<file path="src/rtl/approx_wallace_mac_accumulator.sv">
// Streaming multiply-accumulate built around an approximate 8x8 Wallace-tree multiplier.
// Operand pairs arrive over valid/ready; each vector's dot product leaves over valid/ready.

module approx_eight_bit_wallace_tree (
    input  logic [7:0]  a,
    input  logic [7:0]  b,
    output logic [15:0] p
);
    // Columns 0..3 are approximated: each output bit is the OR of its partial
    // products and generates no carry. Columns 4..15 go through an exact 3:2 tree.
    localparam logic [15:0] UPPER_MASK = 16'hFFF0;

    logic [15:0] row [8];
    logic [3:0]  low_bits;
    logic [15:0] s1, c1, s2, c2, s3, c3, s4, c4, s5, c5, s6, c6;

    function automatic logic [15:0] fa_sum(input logic [15:0] x, input logic [15:0] y,
                                           input logic [15:0] z);
        return x ^ y ^ z;
    endfunction

    function automatic logic [15:0] fa_carry(input logic [15:0] x, input logic [15:0] y,
                                             input logic [15:0] z);
        return ((x & y) | (x & z) | (y & z)) << 1;
    endfunction

    // NOTE: always_comb assigns every output before any conditional use, so no latch is inferred.
    always_comb begin
        for (int i = 0; i < 8; i++) begin
            row[i] = ({8'b0, a & {8{b[i]}}} << i) & UPPER_MASK;
        end
        low_bits = '0;
        for (int c = 0; c < 4; c++) begin
            for (int i = 0; i <= c; i++) begin
                low_bits[c] = low_bits[c] | (a[i] & b[c-i]);
            end
        end
        // Wallace reduction 8 -> 6 -> 4 -> 3 -> 2 rows, then one carry-propagate add.
        s1 = fa_sum(row[0], row[1], row[2]);  c1 = fa_carry(row[0], row[1], row[2]);
        s2 = fa_sum(row[3], row[4], row[5]);  c2 = fa_carry(row[3], row[4], row[5]);
        s3 = fa_sum(s1, c1, s2);              c3 = fa_carry(s1, c1, s2);
        s4 = fa_sum(c2, row[6], row[7]);      c4 = fa_carry(c2, row[6], row[7]);
        s5 = fa_sum(s3, c3, s4);              c5 = fa_carry(s3, c3, s4);
        s6 = fa_sum(s5, c5, c4);              c6 = fa_carry(s5, c5, c4);
        p  = (s6 + c6) | {12'b0, low_bits};
    end
endmodule

module approx_wallace_mac_accumulator #(
    parameter int ACC_W = 24,
    parameter int CNT_W = 8
) (
    input  logic             clk,
    input  logic             rst,
    input  logic             in_valid,
    output logic             in_ready,
    input  logic [7:0]       in_a,
    input  logic [7:0]       in_b,
    input  logic             in_last,
    output logic             out_valid,
    input  logic             out_ready,
    output logic [ACC_W-1:0] out_acc,
    output logic [CNT_W-1:0] out_count,
    output logic             out_ovf
);
    typedef enum logic [1:0] {IDLE, ACCUM, DRAIN, DONE} state_e;

    localparam logic [CNT_W-1:0] CNT_MAX = {CNT_W{1'b1}};
    localparam logic [CNT_W-1:0] CNT_ONE = {{(CNT_W-1){1'b0}}, 1'b1};

    state_e             state_q, state_d;
    logic               p_valid_q, p_valid_d;
    logic [15:0]        p_prod_q, p_prod_d;
    logic               p_last_q, p_last_d;
    logic               p_first_q, p_first_d;
    logic [ACC_W-1:0]   acc_q, acc_d;
    logic [CNT_W-1:0]   count_q, count_d;
    logic               ovf_q, ovf_d;
    logic               fin_q, fin_d;

    logic [15:0]        mult_p;
    logic               accept;
    logic [ACC_W-1:0]   acc_base;
    logic [ACC_W:0]     acc_sum;

    approx_eight_bit_wallace_tree u_mult (
        .a (in_a),
        .b (in_b),
        .p (mult_p)
    );

    assign in_ready  = !rst && (state_q == IDLE || state_q == ACCUM);
    assign accept    = in_valid && in_ready;
    assign out_valid = (state_q == DONE);
    assign out_acc   = acc_q;
    assign out_count = count_q;
    assign out_ovf   = ovf_q;

    always_comb begin
        // Product stage loads only on a handshake, so idle operand values never reach state.
        p_valid_d = accept;
        p_prod_d  = accept ? mult_p : p_prod_q;
        p_last_d  = accept && in_last;
        p_first_d = accept && (state_q == IDLE);

        acc_d    = acc_q;
        count_d  = count_q;
        ovf_d    = ovf_q;
        fin_d    = p_valid_q && p_last_q;
        acc_base = p_first_q ? '0 : acc_q;
        acc_sum  = {1'b0, acc_base} + {{(ACC_W + 1 - 16){1'b0}}, p_prod_q};
        if (p_valid_q) begin
            acc_d = acc_sum[ACC_W-1:0];
            if (p_first_q) begin
                count_d = CNT_ONE;
                ovf_d   = acc_sum[ACC_W];
            end else begin
                count_d = (count_q == CNT_MAX) ? CNT_MAX : count_q + CNT_ONE;
                ovf_d   = ovf_q | acc_sum[ACC_W] | (count_q == CNT_MAX);
            end
        end

        state_d = state_q;
        case (state_q)
            IDLE:    if (accept) state_d = in_last ? DRAIN : ACCUM;
            ACCUM:   if (accept && in_last) state_d = DRAIN;
            DRAIN:   if (fin_q) state_d = DONE;
            DONE:    if (out_ready) state_d = IDLE;
            default: state_d = IDLE;
        endcase
    end

    // NOTE: state registers use non-blocking assignments so every flop samples pre-edge values.
    always_ff @(posedge clk) begin
        if (rst) begin
            state_q   <= IDLE;
            p_valid_q <= 1'b0;
            p_prod_q  <= '0;
            p_last_q  <= 1'b0;
            p_first_q <= 1'b0;
            acc_q     <= '0;
            count_q   <= '0;
            ovf_q     <= 1'b0;
            fin_q     <= 1'b0;
        end else begin
            state_q   <= state_d;
            p_valid_q <= p_valid_d;
            p_prod_q  <= p_prod_d;
            p_last_q  <= p_last_d;
            p_first_q <= p_first_d;
            acc_q     <= acc_d;
            count_q   <= count_d;
            ovf_q     <= ovf_d;
            fin_q     <= fin_d;
        end
    end
endmodule

</file>
<file path="config.mk">
export PLATFORM = sky130hd
export DESIGN_NAME = approx_wallace_mac_accumulator
export DESIGN_NICKNAME = d
export VERILOG_FILES = /design/src/rtl/approx_wallace_mac_accumulator.sv
export SDC_FILE = /design/constraint.sdc
export NUM_CORES = 1
export LEC_CHECK = 0
export CAP_MARGIN = 10
export CELL_PAD_IN_SITES_DETAIL_PLACEMENT = 0
export CELL_PAD_IN_SITES_GLOBAL_PLACEMENT = 1
export CORE_MARGIN = 2
export CORE_UTILIZATION = 47
export CTS_BUF_LIST = sky130_fd_sc_hd__clkbuf_16
export DETAILED_ROUTE_END_ITERATION = 10
export PLACE_DENSITY = 0.86
export REMOVE_ABC_BUFFERS = 1
export SYNTH_ARGS = -nofsm -noshare
export SYNTH_HDL_FRONTEND = slang
export SYNTH_SLANG_ARGS = --single-unit
</file>
<file path="constraint.sdc">
create_clock -name clk -period 7.9 [get_ports clk]
set_input_delay 0.79 -clock clk [delete_from_list [all_inputs] [get_ports clk]]
set_output_delay 0.79 -clock clk [all_outputs]
set_load 0.005 [all_outputs]
</file>
Word-level counts from Yosys, hierarchy flattened:

Cells that the tools add are included.

* output and inout port bits: 35
* flip-flop bits (word level): 55
* bits of input ports: 21
* word-level logic and storage cells: 108

* reduce and logical (&&, ||, !) cells: 9
* muxes and demuxes: 10
* equality and inequality tests: 8
* $add $sub $neg: 3
* bitwise operators: 69

Operator list (count)
* $and 15x15->15: 10
* $or 15x15->15: 10
* $xor 16x16->16: 5
* $and 8x8->8: 8
* $add 24x16->25: 1
* $mux 24: 1
* $add 16x16->16: 1
* $mux 8: 2
* $or 16x4->16: 1
* $xor 16x13->16: 1
* $xor 16x14->16: 1
* $xor 16x15->16: 1
* $and 14x15->15: 1
* $and 15x14->15: 1
* $or 15x10->15: 1
* $or 15x13->15: 1
* $and 11x13->13: 1
* $and 12x13->13: 1
* $xor 12x13->13: 1
* $and 11x12->12: 1
* $xor 11x12->12: 1
* $and 1x1->1: 10
* $and 8x10->10: 1
* $and 9x10->10: 1
* other kinds (18): 36

Logic depth before layout (Yosys ltp):

Gate-level depths: netlist (run 1).

* word-level depth: 15
* depth in mapped cells: 17
* mapped depth without buffers: 17

Modules after synthesis:

From an unflattened synthesis (run 1), not the netlist that was laid out.

* cells, all modules: 566
* area, all modules: 4842.1 sq um

Modules (own cells, without submodules)
* approx_wallace_mac_accumulator: seq. area each 1101.1 sq um, instances 1, area each 3225.6 sq um, cells an instance 389
* approx_eight_bit_wallace_tree: seq. area each 0.0 sq um, instances 1, area each 1616.6 sq um, cells an instance 177

Worst setup path before layout (run 1):

OpenSTA, ideal clock, no wires.

* path kind: input to register
* from: input port in_b[0]
* to: register p_prod_q[15]
* data arrival time: 4658 ps
* path slack: 3122 ps
* cell stages on the path: 15
* setup time: 120 ps
* required time: 7780 ps
* buffers on the path: 1
* cell sequence: clkbuf_1 nand2_1 fa_1 fa_1 fa_1 fa_1 inv_1 ha_1 fa_1 a21o_1 a21oi_1 o21bai_1 a31oi_1 mux2i_1 nand2_1

* word-level cells in the longest chain between the ends: 15
* elaborated cells between the ends (all ways): 30
* those cells by class: 1 x add/sub; 29 x bitwise

Ends and longest elaborated chain
* from (decl): line 58 `input logic [7:0] in_b,`
* $and 8x8->8 (*): line 30 `row[i] = ({8'b0, a & {8{b[i]}}} << i) & UPPER_MASK;`
* $and 8x9->9 / $and 8x10->10 (equally long branches): line 24 `return ((x & y) | (x & z) | (y & z)) << 1;`
* $or 15x15->15: line 24
* $or 15x10->15: line 24
* $and 15x15->15: line 24
* $or 15x15->15 (2 in a row): line 24
* $and 15x15->15: line 24
* $or 15x15->15 (2 in a row): line 24
* $and 15x15->15: line 24
* $or 15x15->15 (2 in a row): line 24
* $add 16x16->16 (*): line 45 `p = (s6 + c6) | {12'b0, low_bits};`
* $or 16x4->16 (*): line 45
* to (signal assigned): line 148 `p_prod_q <= p_prod_d;`
* to (decl): line 73 `logic [15:0] p_prod_q, p_prod_d;`

Mark *: on every way between the ends. The rest lies on a longest branch, timed or not.
A chain may end at the register's enable or synchronous reset.

Worst setup path after layout (run 1):

* from: input port in_a[3]
* to: register p_prod_q[15]

* word-level cells in the longest chain between the ends: 15
* elaborated cells between the ends (all ways): 51
* those cells by class: 1 x add/sub; 50 x bitwise

Ends and longest elaborated chain
* from (decl): line 57 `input logic [7:0] in_a,`
* $and 8x8->8: line 30
* $and 8x9->9 / $and 8x10->10 (equally long branches): line 24
* $or 15x15->15: line 24
* $or 15x10->15: line 24
* $and 15x15->15: line 24
* $or 15x15->15 (2 in a row): line 24
* $and 15x15->15: line 24
* $or 15x15->15 (2 in a row): line 24
* $and 15x15->15: line 24
* $or 15x15->15 (2 in a row): line 24
* $add 16x16->16 (*): line 45
* $or 16x4->16 (*): line 45

Marked as above.

==> results of run 1 <==
-- synthesized netlist by cell type (3+ instances only) --
library cell and n:
a31oi_1 8, inv_1 49, o21ai_0 20, nand3_1 16, nor4_1 4, nor2_1 31
and2_1 47, nor2b_1 19, o21bai_1 5, nor3b_1 5, nand2_1 54, a21oi_1 36
a31o_2 3, nor3_1 15, o311ai_0 3, dfxtp_1 55, nand2b_1 5, fa_1 36
and3_1 12, nand4_1 4, a21o_1 8, clkbuf_1 15, a311oi_1 3, mux2i_1 9
a211oi_1 13, xnor2_1 6, clkbuf_8 3, xor2_1 4, ha_1 39
-- metrics by stage --
step | utilization, % | power (mW) | std cells
floorplan | - | 0.755 | 554
global placement | 54.3 | 0.897 | 750
detailed placement | 54.3 | 0.906 | 750
CTS | 55.7 | 1.13 | 758
global route | 55.7 | 1.23 | 758
finish | 55.7 | 1.12 | 758
-- worst paths after layout --
kind	startpoint	to	slack, ns	depth (start not counted)
min reg2reg	p_last_q$_SDFF_PP0_	fin_q$_SDFF_PP0_	0.47	1
max reg2reg	p_first_q$_SDFF_PP0_	out_acc[20]$_SDFFE_PP0P_	4.78	11
max	in_a[3]	p_prod_q[15]$_SDFFE_PP0P_	2.80	16
min	p_last_q$_SDFF_PP0_	fin_q$_SDFF_PP0_	0.47	1
-- critical path: stages --
cell	delay, ns
clkdlybuf4s50_1	0.55
and2_1	0.25
fa_1	0.51
inv_1	0.05
fa_1	0.47
fa_1	0.52
fa_1	0.55
inv_1	0.04
ha_1	0.20
fa_1	0.40
a21o_1	0.17
a21oi_1	0.21
o21bai_1	0.12
a31oi_1	0.21
mux2i_1	0.19
nand2_1	0.06
-- per-layer routing --
layer	global-route usage (%)	part of all wire [%]	vias to the layer above
met3	3.03	4.1	11
li1	-	-	2096
met1	29.2	48	2027
met4	4.42	1.1	0
met5	0	0	-
met2	34.5	47	94
-- sequential cells by signal, indices dropped and copies added (netlist names) --
| signal | cells |
|---|---|
| out_count | 8 |
| out_acc | 24 |
| state_q | 2 |
| fin_q | 1 |
| p_valid_q | 1 |
| p_prod_q | 16 |
| p_last_q | 1 |
| p_first_q | 1 |
| out_ovf | 1 |
-- cells by family (layout without fill, tap and decap cells) --
logic type	count (synthesis)	count (layout)	synth area share, %
XOR/XNOR	10	10	1.80
AO/OA/AOI/OAI	125	125	17.5
flip-flops	55	55	22.6
AND/OR/NAND/NOR	229	229	25.3
buffers and inverters	69	118	5.94
multiplexers	10	10	2.08
adder cells (fa/ha/maj)	75	75	24.8
-- final cells by class --
| type | count | area, um^2 | share of cell area (%) |
|---|---|---|---|
| timing repair buffer | 60 | 588 | 10.4 |
| inverter | 50 | 188 | 3.31 |
| multi-input combinational | 449 | 3480 | 61.4 |
| tap | 136 | 170 | 3.00 |
| clock buffer | 5 | 125 | 2.21 |
| sequential | 55 | 1100 | 19.4 |
| clock inverter | 3 | 20.0 | 0.353 |
-- where the power goes --
part | leakage [nW] | switching [mW] | internal, mW | total (mW)
clock | 0.0716 | 0.104 | 0.118 | 0.222
combinational | 1.90 | 0.299 | 0.244 | 0.543
sequential | 0.447 | 0.0356 | 0.320 | 0.355
total | 2.42 | 0.438 | 0.682 | 1.12
==> results.txt, run 1 <==
- The via count of the first global-routing pass was 4163.
* Most frequent cells in the layout: 55 x dfxtp_1, 55 x clkdlybuf4s50_1, 54 x nand2_1
- The initial antenna violation count came to 0.
- The total count of max-transition violations in the final report is 0.
* Number of setup buffers added after CTS: 0
* Hold Crit Class: flip-flop to flip-flop
* Startpoint kind of the worst setup timing path: input pin
- The first detailed-routing pass took 6 iterations.
- TritonCTS built the clock tree.
* DRC violation count after routing: 0
- IR analysis of the VDD net gives a maximum drop of 0.167 mV.
* Number of CTS-inserted buffers: 5
- Post-CTS Hold Fix Bufs: 0
- Post-layout nets: 717
- Data on the critical path is required at its endpoint by 8.08 ns.
* Achievable frequency: 196 MHz
* Worst slew margin: 49.7%
* DP HPWL: 8270 um
- The congestion estimate from routability-driven global placement came to 0.841.
- The flow ran to the end, and the final reports show no timing, DRC or antenna violations.
- Cell area after layout: 0.00567 mm^2
- By area the synthesized netlist is led by dfxtp_1 23%, fa_1 15%, ha_1 10%.
- Counting flops with a built-in enable in the synthesized netlist gives 0.
- Sequential fraction of the synthesis area: 22.6%
- Antenna-violating nets left: 0
- The worst setup path is of the input pin to flip-flop kind.
* Worst-Skew Late Latency: 0.30 ns
- The floorplan has 37 rows.
- After detailed placement, the total cell area comes to 0.00553 mm^2.
- The floorplan step set the die width to 106 um.
* Final hold violation count: 0
- In the final layout, the share of cells above drive strength 1 is 4.66%.
* Initial drt markers: 190
- After detailed routing, the total wire length is 10900 um.
- Sort of element at the end of the critical path: flip-flop
- The tree is rooted in a clkbuf_16.
* Maximum root-to-sink buffer count: 2
- Fraction of registers with async set/reset: 0%
- After synthesis, the mean cell area works out to 8.50 um^2.
- Before CTS, the worst setup slack after placement is 2.50 ns.
- Placeable core region: 0.0102 mm^2
- Max-cap violations in this run came to 0.
- Buffers placed on the I/O ports in this run total 55.
- From synthesis to final layout, the design area changed by 16.5%.
- Post-synthesis instance area: 0.00487 mm^2
- Die area: 0.0112 mm^2
- Setup repair after global routing missed its margin: no
- Synthesis handed over a netlist of 573 instances.
- 0 antenna diodes ended up in the layout.
- Between clock sinks in the finished design, the worst skew comes to 0.0106 ns.
* Number of sinks handled by clock tree synthesis: 55
- In the final routed layout, each cell accounts on average for 14.4 um.
- Dominant cell type by area after synthesis: dfxtp_1
- Setup total negative slack on the finished layout was measured at 0 ns.
* Number of synthesized register bits: 55
* Arrival time worst endpoint: 5.28 ns
* Leftover overflow at the end of global routing: 0
* Boundary pin count: 56
- Setup violations remaining at the end of the flow were counted as 0.
- For this design the ratio of total power to cell area is 197 mW/mm^2.
* Global-route wire length before repair: 19400 um
* Global routing usage summed across all routing layers: 20.9%
- In this run the number of H-tree levels came out at 2.
- Starting utilization of the core area: 47.8%
- The netlist uses 63 different library cells.
* Worst-path fanout max: 8
* Primary FF master, synth: dfxtp_1
- Post-CTS Resized: 0
- The final critical path takes up 64.5% of the cycle.
- Entering global routing, the biggest net connects 43 pins.
* Measured slew at the worst slew-check pin: 0.747 ns
- On the final layout, the worst hold slack is 0.468 ns.
- Post-layout minimum cycle time: 5.10 ns
* CTS clk-pin slew, worst paths: 0.07 ns
* Warnings, synthesis: 0
- The routed layout has 4228 vias.
* Leakage component of the power: 2.42 nW
- In the routed layout, each cell is associated on average with a via count of 5.58.
- The top cell type by area accounts for 22.6% of the synthesized area.
- Setup slack on the critical path of the routed design comes to 2.80 ns.
* Height of the die: 106 um
- Fill cell count: 967
Note: power is estimated with default switching activity, not from simulation.
==> inputs of run 2 (changes only) <==
- CORE_UTILIZATION: 47 -> 39
- PLACE_DENSITY: 0.86 -> 0.76
- clock period: 7.9 -> 4.1 ns (I/O delays scaled with it)
==> results.txt, run 2 (synthesis gave the netlist of run 1 again) <==
* Outcome: finished, final reports clean (unchanged)
- The leakage dissipation is 2.63 nW (was 2.42 nW).
- Maximum root-to-sink buffer count: 2 (unchanged)
- The I/O pin total was 56 (unchanged).
- The mean routed wirelength per cell is 14.6 um (was 14.4 um).
* Slowest library cell on the worst path: fa_1 (was clkdlybuf4s50_1)
- Total setup violations reported at the end of the flow: 0 (unchanged)
* Final estimated routing congestion in global placement: 0.828 (was 0.841)
* Smallest setup slack after layout: 0.0486 ns (was 2.80 ns)
- The final-stage net count came to 752 (was 717).
* Clock H-tree levels: 2 (unchanged)
* PwrDens: 394 mW/mm^2 (was 197 mW/mm^2)
- Via Count: 4288 (was 4228)
- CTS clk-pin slew, worst paths: 0.07 ns (about the same)
- The detailed-placement wirelength estimate came to 9340 um (was 8270 um).
* Routed WL: 12100 um (was 10900 um)
* Worst path buffer plus inverter count: 5 (was 3)
* Area growth from synthesis to final layout: 24.2% (was 16.5%)
- The post-layout total power was 2.38 mW (was 1.12 mW).
- The max-capacitance violation count was 0 (unchanged).
- Worst-Skew Late Latency: 0.30 ns (about the same)
- Type of the setup path with the least slack: input pin to flip-flop (unchanged)
* Measured slew at the worst slew-check pin: 0.660 ns (was 0.747 ns)
- The highest cell delay on the worst timing path is 0.58 ns (was 0.55 ns).
* Max-slew violation total from the final report: 0 (unchanged)
- Post-layout minimum cycle time: 4.05 ns
* Global routing usage summed across all routing layers: 18.6% (was 20.9%)
- The die area was 0.0134 mm^2 (was 0.0112 mm^2).
- Worst slew margin: 55.6% (was 49.7%)
- PortBufs: 55 (unchanged)
* Via count of the first global-routing pass: 4220 (was 4163)
* Sort of element at the end of the critical path: flip-flop (unchanged)
* Worst-path fanout max: 3 (was 8)
* Initial drt markers: 218 (was 190)
- The number of clock sinks came to 55 (unchanged).
- Most frequent cells in the layout: 55 x dfxtp_1, 54 x nand2_1, 48 x inv_1 (was 55 x dfxtp_1, 55 x clkdlybuf4s50_1, 54 x nand2_1)
- The first-pass detailed-route iteration total came to 4 (was 6).
- Height of the die: 116 um (was 106 um)
- Arrival time worst endpoint: 4.25 ns (was 5.28 ns)
- The data required time of the critical path was 4.29 ns (was 8.08 ns).
* CTS tree: built (unchanged)
* Starting utilization of the core area: 40.2% (was 47.8%)
* Number of CTS-inserted buffers: 5 (unchanged)
* DRC violation count after routing: 0 (unchanged)
- Chip width: 116 um (was 106 um)
- Root buffer selected by CTS: clkbuf_16 (unchanged)
- Based on the critical path, the design can be clocked at up to 247 MHz.
* Setup repair after global routing missed its margin: yes (was no)
- The peak supply drop came to 0.168 mV (was 0.167 mV).
- The global-route wire length before repair is 20100 um (was 19400 um).
* Proportion of layout cells with a drive suffix above 1: 14.8% (was 4.66%)
- The overflow left after global routing came to 0 (unchanged).
- The maximum number of pins on one net before global-route repair was 42 (was 43).
- Initial antenna violation count: 0 (unchanged)
* Most common cell after layout, fill and taps aside: dfxtp_1
* Portion of the clock cycle consumed by the worst path in the final layout: 98.8%
* Final hold violation count: 0 (unchanged)
- Post-CTS Hold Fix Bufs: 0 (unchanged)
* Critical path, cell by cell: buf_6, buf_6, and2_4, fa_1, inv_1, fa_1, fa_1, inv_2, fa_1, buf_6, ha_4, a21o_1, a21oi_4, o21bai_1, a31oi_1, mux2i_1, nand2_1 (was clkdlybuf4s50_1, and2_1, fa_1, inv_1, fa_1, fa_1, fa_1, inv_1, ha_1, fa_1, a21o_1, a21oi_1, o21bai_1, a31oi_1, mux2i_1, nand2_1)
* Clock skew after layout: 0.00981 ns (was 0.0106 ns)
- The number of routed nets with antenna violations is 0 (unchanged).
- The area inside the core boundary is 0.0121 mm^2 (was 0.0102 mm^2).
* Antenna fix cells: 0 (unchanged)
- The mean number of vias per cell is 5.20 (was 5.58).
- Standard-cell row count: 40 (was 37)
* CP dominant cell by count: fa_1 (unchanged)
- Startpoint kind of the worst setup timing path: input pin (unchanged)
* Minimum setup slack after placement: -0.769 ns (was 2.50 ns)
- The number of flip-flops in the largest register was 24 (unchanged).
- The class of the worst hold path is flip-flop to flip-flop (unchanged).
- The kind of cell adding the most delay to the critical path is adder cells (unchanged).
[run 2: cell types whose count changed in the layout (fill, tap and decap cells not counted), moves of 3 or more]
cell,change
fa_2,+4
buf_4,+29
and2_1,-10
clkdlybuf4s50_1,-13
buf_6,+8
fa_1,-4
buf_2,+3
clkbuf_2,+4
and2_4,+10
a21oi_1,-3
[run 2: cell type report]
cell class / instances / area, um^2
clock buffer: 5 / 125
clock inverter: 3 / 18.8
fill: 1227 / 6070
inverter: 50 / 188
multi-input combinational: 449 / 3560
sequential: 55 / 1100
tap: 168 / 210
timing repair buffer: 95 / 845
[run 2: path summary, 6_finish.rpt]
kind                            slack [ns]                  from  cells past startpoint                        end
worst max register to register        1.08  p_first_q$_SDFF_PP0_                      8   out_acc[17]$_SDFFE_PP0P_
worst min register to register        0.47   p_last_q$_SDFF_PP0_                      1           fin_q$_SDFF_PP0_
worst max-delay path                  0.05               in_a[4]                     17  p_prod_q[14]$_SDFFE_PP0P_
worst min-delay path                  0.47   p_last_q$_SDFF_PP0_                      1           fin_q$_SDFF_PP0_
[run 2: per-stage QoR]
stage	TNS, ns	instance area, um^2	hold slack, ns	utilization [%]	instances
global placement	-3.65	5810	0.450	47.9	814
CTS	0	5990	0.472	49.5	822
global route	-0.190	6050	0.486	49.9	825
finish	0	6050	0.468	49.9	825
floorplan	-0.294	4770	0.430	-	554
detailed placement	-3.99	5810	0.462	47.9	814
[run 2: metal layers]
layer,global-route usage (%),part of all wire (%),up-vias
met1,25.1,48,2047
li1,-,-,2170
met3,2.35,2.6,11
met5,0,0,-
met4,4.84,1.3,0
met2,31.9,48,60
[run 2: report_power, final]
part           leakage [nW]  total (mW)  switching (mW)  internal [mW]
registers             0.447       0.693          0.0762          0.617
clock network        0.0740       0.431           0.204          0.227
logic                  2.11        1.26           0.642          0.615
total                  2.63        2.38           0.922           1.46
[run 2: repair_timing]
item / CTS / global route
pin swaps: 14 / 20
cloned: 0 / 0
gates resized for setup: 37 / 39
setup buffers: 0 / 3
setup endpoints to repair: 6 / 4
==> inputs of run 3 (changes only) <==
- CTS_CLUSTER_SIZE: unset -> 20
==> results of run 3 <==
Final layout, timing and power as in run 2 (identical DEF).
